**config.mk**
```make
export PLATFORM = sky130hd
export DESIGN_NAME = stress_sensor_array
export DESIGN_NICKNAME = d
export VERILOG_FILES = /design/src/rtl/stress_pkg.sv /design/src/rtl/stress_debounce.sv /design/src/rtl/stress_sensor_array.sv
export SDC_FILE = /design/constraint.sdc
export NUM_CORES = 1
export LEC_CHECK = 0
export CAP_MARGIN = 25
export CORE_MARGIN = 1.5
export CORE_UTILIZATION = 40
export CTS_BUF_LIST = sky130_fd_sc_hd__clkbuf_16
export CTS_CLUSTER_DIAMETER = 150
export CTS_CLUSTER_SIZE = 16
export DETAILED_ROUTE_END_ITERATION = 7
export GPL_ROUTABILITY_DRIVEN = 1
export PLACE_DENSITY_LB_ADDON = 0.3
export SLEW_MARGIN = 0
export SYNTH_ARGS = -nofsm -noshare
export SYNTH_HDL_FRONTEND = slang
export SYNTH_SLANG_ARGS = --single-unit
```
**constraint.sdc**
```tcl
create_clock -name clk -period 5.5 [get_ports clk]
set_input_delay 0.55 -clock clk [delete_from_list [all_inputs] [get_ports clk]]
set_output_delay 0.55 -clock clk [all_outputs]
set_load 0.02 [all_outputs]
```
**src/rtl/stress_pkg.sv**
```systemverilog
// Shared types for the stress sensor array: FSM state encoding.
package stress_pkg;

    localparam int STATE_W = 2;

    // Classification states; 2'b11 is never produced.
    typedef enum logic [STATE_W-1:0] {
        ST_CALM     = 2'b00,
        ST_ALERT    = 2'b01,
        ST_STRESSED = 2'b10
    } stress_state_e;

endpackage

```
**src/rtl/stress_debounce.sv**
```systemverilog
// One sensor channel: two-flop synchroniser followed by a counter debouncer.
// The debounced bit only follows the synchronised input after DEB_CYCLES
// consecutive samples that disagree with it.
module stress_debounce #(
    parameter int DEB_CYCLES = 4
) (
    input  logic clk,
    input  logic rst_n,
    input  logic sensor,
    output logic deb
);

    localparam int CNT_W = (DEB_CYCLES > 1) ? $clog2(DEB_CYCLES) : 1;
    localparam logic [CNT_W-1:0] CNT_LAST = CNT_W'(DEB_CYCLES - 1);

    logic             s1;
    logic             s2;
    logic [CNT_W-1:0] cnt;

    // Bring the asynchronous level into the clk domain.
    // NOTE: registers use non-blocking assignments so every flop samples pre-edge values.
    always_ff @(posedge clk or negedge rst_n) begin
        if (!rst_n) begin
            s1 <= 1'b0;
            s2 <= 1'b0;
        end else begin
            s1 <= sensor;
            s2 <= s1;
        end
    end

    // Count consecutive disagreeing samples; flip deb on the DEB_CYCLES-th one.
    always_ff @(posedge clk or negedge rst_n) begin
        if (!rst_n) begin
            cnt <= '0;
            deb <= 1'b0;
        end else if (s2 == deb) begin
            cnt <= '0;
        end else if (cnt == CNT_LAST) begin
            deb <= s2;
            cnt <= '0;
        end else begin
            cnt <= cnt + 1'b1;
        end
    end

endmodule

```
**src/rtl/stress_sensor_array.sv**
```systemverilog
// Multi-channel stress sensor: debounced, enable-masked channels feed a
// saturating leaky score, which a three-state FSM with a minimum hold time
// in STRESSED classifies.
module stress_sensor_array
    import stress_pkg::*;
#(
    parameter int N_CH        = 8,
    parameter int DEB_CYCLES  = 4,
    parameter int SCORE_W     = 8,
    parameter int ALERT_TH    = 16,
    parameter int STRESS_TH   = 64,
    parameter int HOLD_CYCLES = 32
) (
    input  logic               clk,
    input  logic               rst_n,
    input  logic [N_CH-1:0]    sensor,
    input  logic [N_CH-1:0]    ch_en,
    output logic [N_CH-1:0]    active,
    output logic [SCORE_W-1:0] score,
    output logic [STATE_W-1:0] state,
    output logic               response
);

    localparam int CNT_W  = $clog2(N_CH + 1);
    localparam int SUM_W  = SCORE_W + CNT_W;
    localparam int HOLD_W = (HOLD_CYCLES > 1) ? $clog2(HOLD_CYCLES) : 1;

    localparam logic [SCORE_W-1:0] SCORE_MAX  = '1;
    localparam logic [SCORE_W-1:0] ALERT_LVL  = SCORE_W'(ALERT_TH);
    localparam logic [SCORE_W-1:0] STRESS_LVL = SCORE_W'(STRESS_TH);
    localparam logic [HOLD_W-1:0]  HOLD_LOAD  = HOLD_W'(HOLD_CYCLES - 1);

    logic [N_CH-1:0]    deb;
    logic [CNT_W-1:0]   n_active;
    logic [SUM_W-1:0]   score_sum;
    logic [SCORE_W-1:0] score_next;
    logic [SCORE_W-1:0] score_q;
    stress_state_e      state_q;
    logic [HOLD_W-1:0]  hold_q;
    logic               response_q;

    for (genvar i = 0; i < N_CH; i++) begin : g_ch
        stress_debounce #(
            .DEB_CYCLES(DEB_CYCLES)
        ) u_deb (
            .clk   (clk),
            .rst_n (rst_n),
            .sensor(sensor[i]),
            .deb   (deb[i])
        );
    end

    // Masking is combinational so a disabled channel drops out at once.
    assign active = deb & ch_en;

    // Number of active channels this cycle.
    // NOTE: every always_comb output gets a default first so no latch is inferred.
    always_comb begin
        n_active = '0;
        for (int i = 0; i < N_CH; i++) begin
            n_active = n_active + CNT_W'(active[i]);
        end
    end

    // Rise by the active count with saturation, otherwise leak by one down to zero.
    always_comb begin
        score_sum  = SUM_W'(score_q) + SUM_W'(n_active);
        score_next = score_q;
        if (n_active != '0) begin
            score_next = (score_sum > SUM_W'(SCORE_MAX)) ? SCORE_MAX : score_sum[SCORE_W-1:0];
        end else if (score_q != '0) begin
            score_next = score_q - 1'b1;
        end
    end

    // Score register.
    always_ff @(posedge clk or negedge rst_n) begin
        if (!rst_n) begin
            score_q <= '0;
        end else begin
            score_q <= score_next;
        end
    end

    // Classify the registered score; STRESSED is held for at least HOLD_CYCLES.
    always_ff @(posedge clk or negedge rst_n) begin
        if (!rst_n) begin
            state_q    <= ST_CALM;
            hold_q     <= '0;
            response_q <= 1'b0;
        end else begin
            case (state_q)
                ST_CALM: begin
                    if (score_q >= STRESS_LVL) begin
                        state_q    <= ST_STRESSED;
                        hold_q     <= HOLD_LOAD;
                        response_q <= 1'b1;
                    end else if (score_q >= ALERT_LVL) begin
                        state_q <= ST_ALERT;
                    end
                end
                ST_ALERT: begin
                    if (score_q >= STRESS_LVL) begin
                        state_q    <= ST_STRESSED;
                        hold_q     <= HOLD_LOAD;
                        response_q <= 1'b1;
                    end else if (score_q < ALERT_LVL) begin
                        state_q <= ST_CALM;
                    end
                end
                ST_STRESSED: begin
                    // Re-crossing the threshold here never reloads the hold timer.
                    if (hold_q == '0 && score_q < STRESS_LVL) begin
                        state_q    <= (score_q >= ALERT_LVL) ? ST_ALERT : ST_CALM;
                        response_q <= 1'b0;
                    end else if (hold_q != '0) begin
                        hold_q <= hold_q - 1'b1;
                    end
                end
                default: begin
                    state_q    <= ST_CALM;
                    hold_q     <= '0;
                    response_q <= 1'b0;
                end
            endcase
        end
    end

    assign score    = score_q;
    assign state    = state_q;
    assign response = response_q;

endmodule

```
### Word-level counts from Yosys, hierarchy flattened

Cells that the tools add are included.

| word-level totals | value |
|---|---|
| flip-flop bits (word level) | 56 |
| output and inout port bits | 19 |
| word-level logic and storage cells | 144 |

| cells by class | value |
|---|---|
| $add $sub $neg | 18 |
| $lt $le $gt $ge | 5 |
| eq/ne operators | 24 |
| muxes and demuxes | 33 |
| bitwise operators | 9 |
| reductions and logical operators | 19 |

Operators by type and width:

| cell | count |
|---|---|
| $mux W2 | 21 |
| $mux W8 | 3 |
| $eq A2 B2 Y1 const B | 9 |
| $reduce_and A2 Y1 | 9 |
| $add A2 B1 Y2 const B | 8 |
| $add A4 B1 Y4 | 4 |
| $mux W5 | 3 |
| $pmux W5 S2 | 1 |
| $add A8 B4 Y9 | 1 |
| $gt A9 B8 Y1 const B | 1 |
| $and A8 B8 Y8 | 1 |
| $eq A1 B1 Y1 | 8 |
| $ge A8 B5 Y1 const B | 1 |
| $ge A8 B7 Y1 const B | 1 |
| $lt A8 B5 Y1 const B | 1 |
| $lt A8 B7 Y1 const B | 1 |
| $not A1 Y1 | 8 |
| $reduce_bool A8 Y1 | 1 |
| $sub A8 B1 Y8 const B | 1 |
| $ne A2 B2 Y1 const B | 3 |
| $ne A3 B3 Y1 const B | 2 |
| $pmux W2 S3 | 1 |
| $reduce_and A3 Y1 | 2 |
| $logic_not A5 Y1 | 1 |
| 14 further kinds | 16 |

### Longest topological paths before layout

Gate-level depths: netlist of the first run.

| depth | value |
|---|---|
| depth after elaboration | 12 |
| gate-level depth with buffers | 15 |
| gate-level depth less buffers | 15 |

### Modules after synthesis

From an unflattened synthesis of the first run, not the netlist that was laid out.

| unflattened totals | value |
|---|---|
| cells, all modules | 235 |
| area, all modules | 2,751.4 um^2 |

By module, submodules not included:

| module | times used | cells each | area each (um^2) | sequential area each (um^2) |
|---|---|---|---|---|
| stress_debounce | 8 | 10 | 173.9 | 125.1 |
| stress_sensor_array | 1 | 155 | 1,360.1 | 400.4 |

### Least setup slack after synthesis of the first run

No wires, ideal clock.

| path | value |
|---|---|
| path type | input to register |
| start point | in ch_en[1] |
| end point | reg score_q[7], in the netlist score[7] |
| library setup time | 0.096 ns |
| arrival time | 4.366 ns |
| required time | 5.404 ns |
| path slack | 1.039 ns |
| stages on the path | 14 |
| buffers on the path | 1 |
| cells stage by stage | and2_1 > inv_1 > fa_1 > fa_1 > fa_1 > inv_1 > ha_1 > fa_1 > xor2_1 > a2111o_1 > buf_6 > or4_4 > o21a_1 > o32ai_2 |

| between the ends | value |
|---|---|
| word-level cells in the longest chain between the ends | 12 |

Ends and longest elaborated chain:

| element | RTL line | RTL |
|---|---|---|
| from (decl) | stress_sensor_array.sv:17 | `input logic [N_CH-1:0] ch_en,` |
| $and A8 B8 Y8 (*) | stress_sensor_array.sv:54 | `assign active = deb & ch_en;` |
| $add A1 B1 Y2 (*) | stress_sensor_array.sv:61 | `n_active = n_active + CNT_W'(active[i]);` |
| $add A2 B1 Y3 (*) | stress_sensor_array.sv:61 |  |
| $add A3 B1 Y4 (*) | stress_sensor_array.sv:61 |  |
| $add A4 B1 Y4 (*) (4 in a row) | stress_sensor_array.sv:61 |  |
| $add A8 B4 Y9 | stress_sensor_array.sv:67 | `score_sum = SUM_W'(score_q) + SUM_W'(n_active);` |
| $gt A9 B8 Y1 | stress_sensor_array.sv:70 | `score_next = (score_sum > SUM_W'(SCORE_MAX)) ? SCORE_MAX : score_sum[SCORE_W-1:0];` |
| $mux W8 | stress_sensor_array.sv:70 |  |
| $mux W8 | stress_sensor_array.sv:69 | `if (n_active != '0) begin` |
| to (signal assigned) | stress_sensor_array.sv:81 | `score_q <= score_next;` |
| to (decl) | stress_sensor_array.sv:37 | `logic [SCORE_W-1:0] score_q;` |

Mark *: on every way between the ends. The rest lies on a longest branch, timed or not.
A chain may end at the register's enable or synchronous reset.

### Final worst setup path of the first run

| path | value |
|---|---|
| start point | in ch_en[1] |
| end point | reg score_q[4], in the netlist score[4] |

Same word-level chain as after synthesis.

==> results.md, run 1 <==
* Mapped Cells at 234
* Worst Path Max Fanout at 6
* Comb power frac at 0.558
* Failing checks: design-rule violations
* Routed len/inst at 12.8 um
* Post-route ant nets at 0
* CP Class: input port to flip-flop
* Layout cells sized above 1 at 0.0863
* Num rows at 29
* Gr ovfl total at 0
* Reg2Reg Setup Slack at 1.09 ns
* DRT Pass-1 Iters at 8
* Iteration-0 DRC Markers at 52
* Int Power at 1330 uW
* Sequential Power Share at 0.307
* Hold Path End: g_ch[6].u_deb.s2$_DFF_PN0_
* Final Instance Area at 3280 um2
* Port Buffers at 36
* FFs w/ async S/R, synth at 1.00
* Hold Crit Class: flip-flop to flip-flop
* Clk Latency, worst-skew pair at 0.28 ns
* Ports at 37
* Synth Area per Inst at 11.5 um2
* Area leader, netlist: dfrtp_1
* Synth warn at 0
* Core Region at 6420 um2
* Post-Place Cells at 347
* Post-cts sizing count at 0
* Non-filler cells, final at 355
* Area Growth Syn to Fin at 22.3%
* Most area-consuming cells after synthesis: dfrtp_1, ha_1, fa_1
* Post-synth top cells: dfrtp_1, inv_1, nor2_1, ha_1, nand2_1
* Syn nets at 275
* Largest net degree at the start of global routing at 57
* Final Skew at 0.00421 ns
* Fmax at 212 MHz
* Slew margin rel. at 0.536
* CTS tree: built
* Tcrit/Tclk final at 0.860
* Vias in the first global route at 1778
* HP Start: g_ch[6].u_deb.s1$_DFF_PN0_
* Gr usage total at 0.142
* DRT Wirelength at 4.54 mm
* Worst slew pin tran at 0.697 ns
* TritonCTS Buffers at 5
* P_leak at 0.00155 uW
* Clock-pin slew on the worst setup and hold paths at 0.07 ns
* Max Cap Viol at 0
* Reg2reg path depth at 15
* Mapped cell area at 2680 um2
* EDFF count, synth at 0
* Synth top area share at 0.523
* Drt drc at 2
* Dpl cell area at 3130 um2
* Hold_buf cts at 0
* Main synth FF type: dfrtp_1
* Most frequent cell after synthesis: dfrtp_1
* Status: finished, violations left
* Fill cell count at 581
* WP data required at 5.68 ns
* First-pass GRT wire length at 8.16 mm
* Peak supply drop at 0.354 mV
* Via/cell ratio at 5.15
* Critical path arrival at 4.90 ns
* Synth cell types at 44
* Initial Util at 0.417
* Switching part of the total power at 0.413
* Pwr dens at 690 nW/um2
* Dpl hpwl at 3.32 mm
* Final Hold Vio Count at 0
* RSZ-0062 raised after global routing: no
* Total negative slack at 0 ns
* Via count at 1830
* Final min period at 4.73 ns
* Critical Path Start Type: input port
* FF-to-FF End: score[4]$_DFFE_PN0P_
* Register area share after synthesis at 0.523
* Switching power at 935 uW
* Clk root buf: clkbuf_16
* Setup bufs post-CTS at 0
* Crit path capture type: flip-flop
* Vert. Die Dim at 84.9 um
* CTS Sinks at 56
* FF-to-FF Start: g_ch[1].u_deb.deb$_DFFE_PN0P_
* Clock network power share at 0.135
* Synthesized flop and latch total at 56
* Global placement routability congestion at 0.784
* Hold Path Depth at 0
* Nets at 318
* Full die area at 7200 um2
* Final Slew Violations at 0
* Antenna diode instance count at 0
* Final setup fails at 0
* Initial antenna violation count at 0
* Chip width at 84.9 um
* H-tree levels at 2
* CTS Buffer Depth at 2
## layer usage
layer / part of all wire / GRT usage
met2: 0.44 / 0.215
met1: 0.51 / 0.204
met3: 0.025 / 0.0253
met5: 0 / 0
met4: 0.016 / 0.0596
## layout by cell type, fill, tap and decap left out, types with 2 or more instances in the layout
cell             count
dfrtp_1             56
nor2_1              19
o22ai_1              5
and2_1               6
nand2_1             15
clkdlybuf4s50_1     35
nand3b_1             2
nor3_1               7
fa_1                 5
or3_1                2
xor2_1               7
xnor2_1              5
and3_1               4
buf_4                2
ha_1                18
o21ai_0              4
a21o_1               4
a211oi_1             3
clkbuf_16            5
a221oi_1             2
inv_1               23
a21oi_1              9
nor3b_1              4
nor2b_1              5
mux2_2               8
## kinds of logic after synthesis
logic type / after synthesis / share of synthesized area
AO/OA/AOI/OAI: 40 / 0.109
XOR/XNOR: 12 / 0.0392
adder cells (fa/ha/maj): 23 / 0.121
buffers and inverters: 24 / 0.0364
flip-flops: 56 / 0.523
multiplexers: 8 / 0.0336
AND/OR/NAND/NOR: 71 / 0.138
## layout make-up
class,instances,area (um2),area share
flip-flops and latches,56,1400,0.427
clock inverters,3,20.0,0.00611
multi-input cells,154,1180,0.361
repair buffers,38,370,0.113
clock buffers,5,125,0.0382
well taps,77,96.3,0.0294
inverters,22,82.6,0.0252
## power by group through the flow
stage / logic (uW) / clock network (uW) / registers, uW
floorplan: 923 / 0 / 708
global placement: 1250 / 0 / 697
detailed placement: 1260 / 0 / 701
CTS: 1270 / 319 / 695
global route: 1430 / 336 / 720
finish: 1260 / 306 / 694
## worst max-delay path, cell delays in order
cell             delay (ns)
clkdlybuf4s50_1        0.45
and2_1                 0.13
inv_1                  0.05
fa_1                   0.49
fa_1                   0.43
fa_1                   0.49
inv_1                  0.05
ha_1                   0.20
fa_1                   0.58
inv_1                  0.09
fa_1                   0.43
nand3b_1               0.17
nand2_1                0.16
a31oi_1                0.22
a221o_1                0.34
o41ai_1                0.06
## worst max-delay path by stage
| stage | start | cells after the start | endpoint | slack, ns |
|---|---|---|---|---|
| after detailed placement | ch_en[1] | 16 | score[4]$_DFFE_PN0P_ | 0.45 |
| after floorplan | ch_en[1] | 14 | score[7]$_DFFE_PN0P_ | 1.04 |
| after global routing | ch_en[1] | 16 | score[4]$_DFFE_PN0P_ | 0.52 |
| after global placement | ch_en[1] | 16 | score[4]$_DFFE_PN0P_ | 0.54 |
| after CTS | ch_en[1] | 16 | score[4]$_DFFE_PN0P_ | 0.74 |
| final | ch_en[1] | 16 | score[4]$_DFFE_PN0P_ | 0.77 |
## metrics by stage
stage                util  power [uW]  hold slack (ns)  setup slack [ns]
detailed placement  0.488        1960            0.335             0.452
CTS                 0.510        2290            0.351             0.743
finish              0.510        2260            0.349             0.772
floorplan               -        1630            0.254              1.04
global route        0.510        2490            0.357             0.517
global placement    0.488        1940            0.333             0.543
## sequential cells by signal (all words and copies together), names as in the netlist
name / count
g_ch.u_deb.s2: 8
state: 2
hold_q: 5
score: 8
g_ch.u_deb.cnt: 16
g_ch.u_deb.deb: 8
g_ch.u_deb.s1: 8
response: 1
Power figures use the tool's default switching activity.
==> inputs of run 2 (changes only) <==
GPL_ROUTABILITY_DRIVEN = unset   (was 1)
clock period = 4.94 ns   (was 5.5 ns; I/O delays follow)
==> run 2 against run 1 <==
Effect of this change: the flow still finishes with violations (design-rule violations); die area unchanged; sequential share of layout area down 0.67 points; worst setup slack worse by 0.44 ns; sequential power up 12%; critical endpoint is now score[0]$_DFFE_PN0P_.
==> results.md, run 2 (synthesis results as in run 1) <==
* Initial Util at 0.417 (unchanged)
* Total negative slack at 0 ns (unchanged)
* Fin Hold WS at 0.335 ns (was 0.349 ns)
* Worst Path Max Fanout at 6 (unchanged)
* Vert. Die Dim at 84.9 um (unchanged)
* CP Class: input port to flip-flop (unchanged)
* Most common cell after layout, fill and taps aside: dfrtp_1 (unchanged)
* CP max stage cell: a31oi_1 (was fa_1)
* Post-cts sizing count at 0 (unchanged)
* Initial antenna violation count at 0 (unchanged)
* Via/cell ratio at 5.09 (was 5.15)
* Antenna diode instance count at 0 (unchanged)
* Ports at 37 (unchanged)
* Hold_buf cts at 0 (unchanged)
* Chip width at 84.9 um (unchanged)
* Area Growth Syn to Fin at 24.2% (was 22.3%)
* Fmax at 217 MHz
* CTS tree: built (unchanged)
* CTS Buffer Depth at 2 (unchanged)
* Reg with most FFs: g_ch.u_deb.cnt (unchanged)
* Iteration-0 DRC Markers at 68 (was 52)
* Final Skew at 0.00361 ns (was 0.00421 ns)
* First-pass GRT wire length at 8.21 mm (was 8.16 mm)
* Clock-pin slew on the worst setup and hold paths at 0.07 ns (about the same)
* Critical path arrival at 4.79 ns (was 4.90 ns)
* Comb power frac at 0.560 (was 0.558)
* Final min period at 4.61 ns
* Peak supply drop at 0.349 mV (was 0.354 mV)
* P_leak at 0.00158 uW (was 0.00155 uW)
* Tcrit/Tclk final at 0.934
* Failing checks: design-rule violations (unchanged)
* Largest net degree at the start of global routing at 57 (unchanged)
* Clock network power share at 0.147 (was 0.135)
* Sequential Power Share at 0.293 (was 0.307)
* FF-to-FF End: score[0]$_DFFE_PN0P_ (was score[4]$_DFFE_PN0P_)
* Max incr delay on CP at 0.51 ns (was 0.58 ns)
* Setup bufs post-CTS at 0 (unchanged)
* Pwr dens at 797 nW/um2 (was 690 nW/um2)
* Dpl hpwl at 3.49 mm (was 3.32 mm)
* RSZ-0062 raised after global routing: no (unchanged)
* Top cell by count, worst path: fa_1 (unchanged)
* TritonCTS Buffers at 5 (unchanged)
* Layout cells sized above 1 at 0.0993 (was 0.0863)
* Final setup fails at 0 (unchanged)
* Final Slew Violations at 0 (unchanged)
* Full die area at 7200 um2 (unchanged)
* Top delay family on crit path: adder cells (unchanged)
* Post-route ant nets at 0 (unchanged)
* Via count at 1827 (was 1830)
* Switching power at 1070 uW (was 935 uW)
* Gr ovfl total at 0 (unchanged)
* H-tree levels at 2 (unchanged)
* Critical Path Start Type: input port (unchanged)
* Slew margin rel. at 0.543 (was 0.536)
* Non-filler cells, final at 359 (was 355)
* Final Hold Vio Count at 0 (unchanged)
* Switching part of the total power at 0.404 (was 0.413)
* Status: finished, violations left (unchanged)
* DRT Wirelength at 4.73 mm (was 4.54 mm)
* Hold Crit Class: input port to asynchronous set/reset pin (was flip-flop to flip-flop)
* Vias in the first global route at 1722 (was 1778)
* Post-Place Cells at 351 (was 347)
* CP Cell Sequence: clkdlybuf4s50_1 -> and2_1 -> inv_1 -> fa_1 -> fa_1 -> fa_1 -> inv_1 -> ha_1 -> fa_1 -> xor2_1 -> ha_1 -> nand3b_1 -> nand2_1 -> a31oi_1 -> a221oi_1 -> a21o_1 (was clkdlybuf4s50_1 -> and2_1 -> inv_1 -> fa_1 -> fa_1 -> fa_1 -> inv_1 -> ha_1 -> fa_1 -> inv_1 -> fa_1 -> nand3b_1 -> nand2_1 -> a31oi_1 -> a221o_1 -> o41ai_1)
* CTS Sinks at 56 (unchanged)
* DRT Pass-1 Iters at 6 (was 8)
* Worst Path Buf+Inv at 3 (was 4)
* Drt drc at 4 (was 2)
* WP data required at 5.12 ns (was 5.68 ns)
* Clk root buf: clkbuf_16 (unchanged)
* Int Power at 1580 uW (was 1330 uW)
* Worst slew pin tran at 0.686 ns (was 0.697 ns)
* Port Buffers at 36 (unchanged)
* Max Cap Viol at 0 (unchanged)
* Num rows at 29 (unchanged)
* Clk Latency, worst-skew pair at 0.28 ns (about the same)
* Reg2reg path depth at 15 (unchanged)
* Nets at 322 (was 318)
* Crit path capture type: flip-flop (unchanged)
* Core Region at 6420 um2 (unchanged)
* Most frequent cells in the layout: dfrtp_1, clkdlybuf4s50_1, inv_1 (unchanged)
* Global placement routability congestion at 0.834 (was 0.784)
* FF-to-FF Start: g_ch[1].u_deb.deb$_DFFE_PN0P_ (unchanged)
* Routed len/inst at 13.2 um (was 12.8 um)
* Dpl cell area at 3160 um2 (was 3130 um2)
* Reg2Reg Setup Slack at 0.59 ns (was 1.09 ns)
* Gr usage total at 0.144 (was 0.142)
* Number of flip-flops in the largest register at 16 (unchanged)
* Power Total at 2650 uW (was 2260 uW)
* Final Instance Area at 3330 um2 (was 3280 um2)
## run 2: cell types whose count changed in the layout (fill, tap and decap cells not counted), sizes merged
cell / previous run / this run
buf: 3 / 7
bufinv: 0 / 1
clkinv: 1 / 2
clkinvlp: 1 / 0
inv: 23 / 22
## run 2: power by group through the flow
stage	clock network (uW)	logic (uW)	registers (uW)
finish	389	1490	778
floorplan	0	1030	789
global placement	0	1450	779
detailed placement	0	1480	785
global route	426	1670	799
CTS	401	1500	777
## run 2: final cells by class
type,instances,area [um2]
Inverter,22,82.6
Fill cell,564,3090
Clock buffer,5,125
Sequential cell,56,1400
Clock inverter,3,42.5
Multi-Input combinational cell,154,1180
Tap cell,77,96.3
Timing Repair Buffer,42,400
## run 2: layer usage
layer | track usage | wire (um) | vias to the layer above
met1 | 0.208 | 2280 | 877
li1 | - | - | 906
met5 | 0 | 0 | -
met2 | 0.214 | 2170 | 40
met4 | 0.0537 | 70 | 0
met3 | 0.0302 | 218 | 4
## run 2: per-stage QoR
step / utilization / worst slack, ns
floorplan: - / 0.535
global placement: 0.493 / 0.133
detailed placement: 0.493 / 0.0233
CTS: 0.519 / 0.337
global route: 0.519 / 0.0905
finish: 0.519 / 0.328
## run 2: worst max path at each step
stage | slack, ns | endpoint | start | cells after the start
after floorplan | 0.53 | score[7]$_DFFE_PN0P_ | ch_en[1] | 14
after global placement | 0.13 | score[1]$_DFFE_PN0P_ | ch_en[1] | 16
after detailed placement | 0.02 | score[1]$_DFFE_PN0P_ | ch_en[0] | 15
after CTS | 0.34 | score[0]$_DFFE_PN0P_ | ch_en[0] | 15
after global routing | 0.09 | score[1]$_DFFE_PN0P_ | ch_en[1] | 16
final | 0.33 | score[0]$_DFFE_PN0P_ | ch_en[1] | 16
## run 2: worst register-to-register path, delay by kind of cell, from the launching register on
family          cells  cell delay, ns
flops               1            0.40
xor+xnor            1            0.26
simple gates        3            0.32
buf+inv             2            0.10
compound gates      3            0.86
fa+ha+maj           6            2.29
==> inputs of run 3 (changes only) <==
SKIP_CTS_REPAIR_TIMING = 1   (was unset)
==> results of run 3 <==
Same layout as run 2: the final DEF is identical, and so are final timing and power.
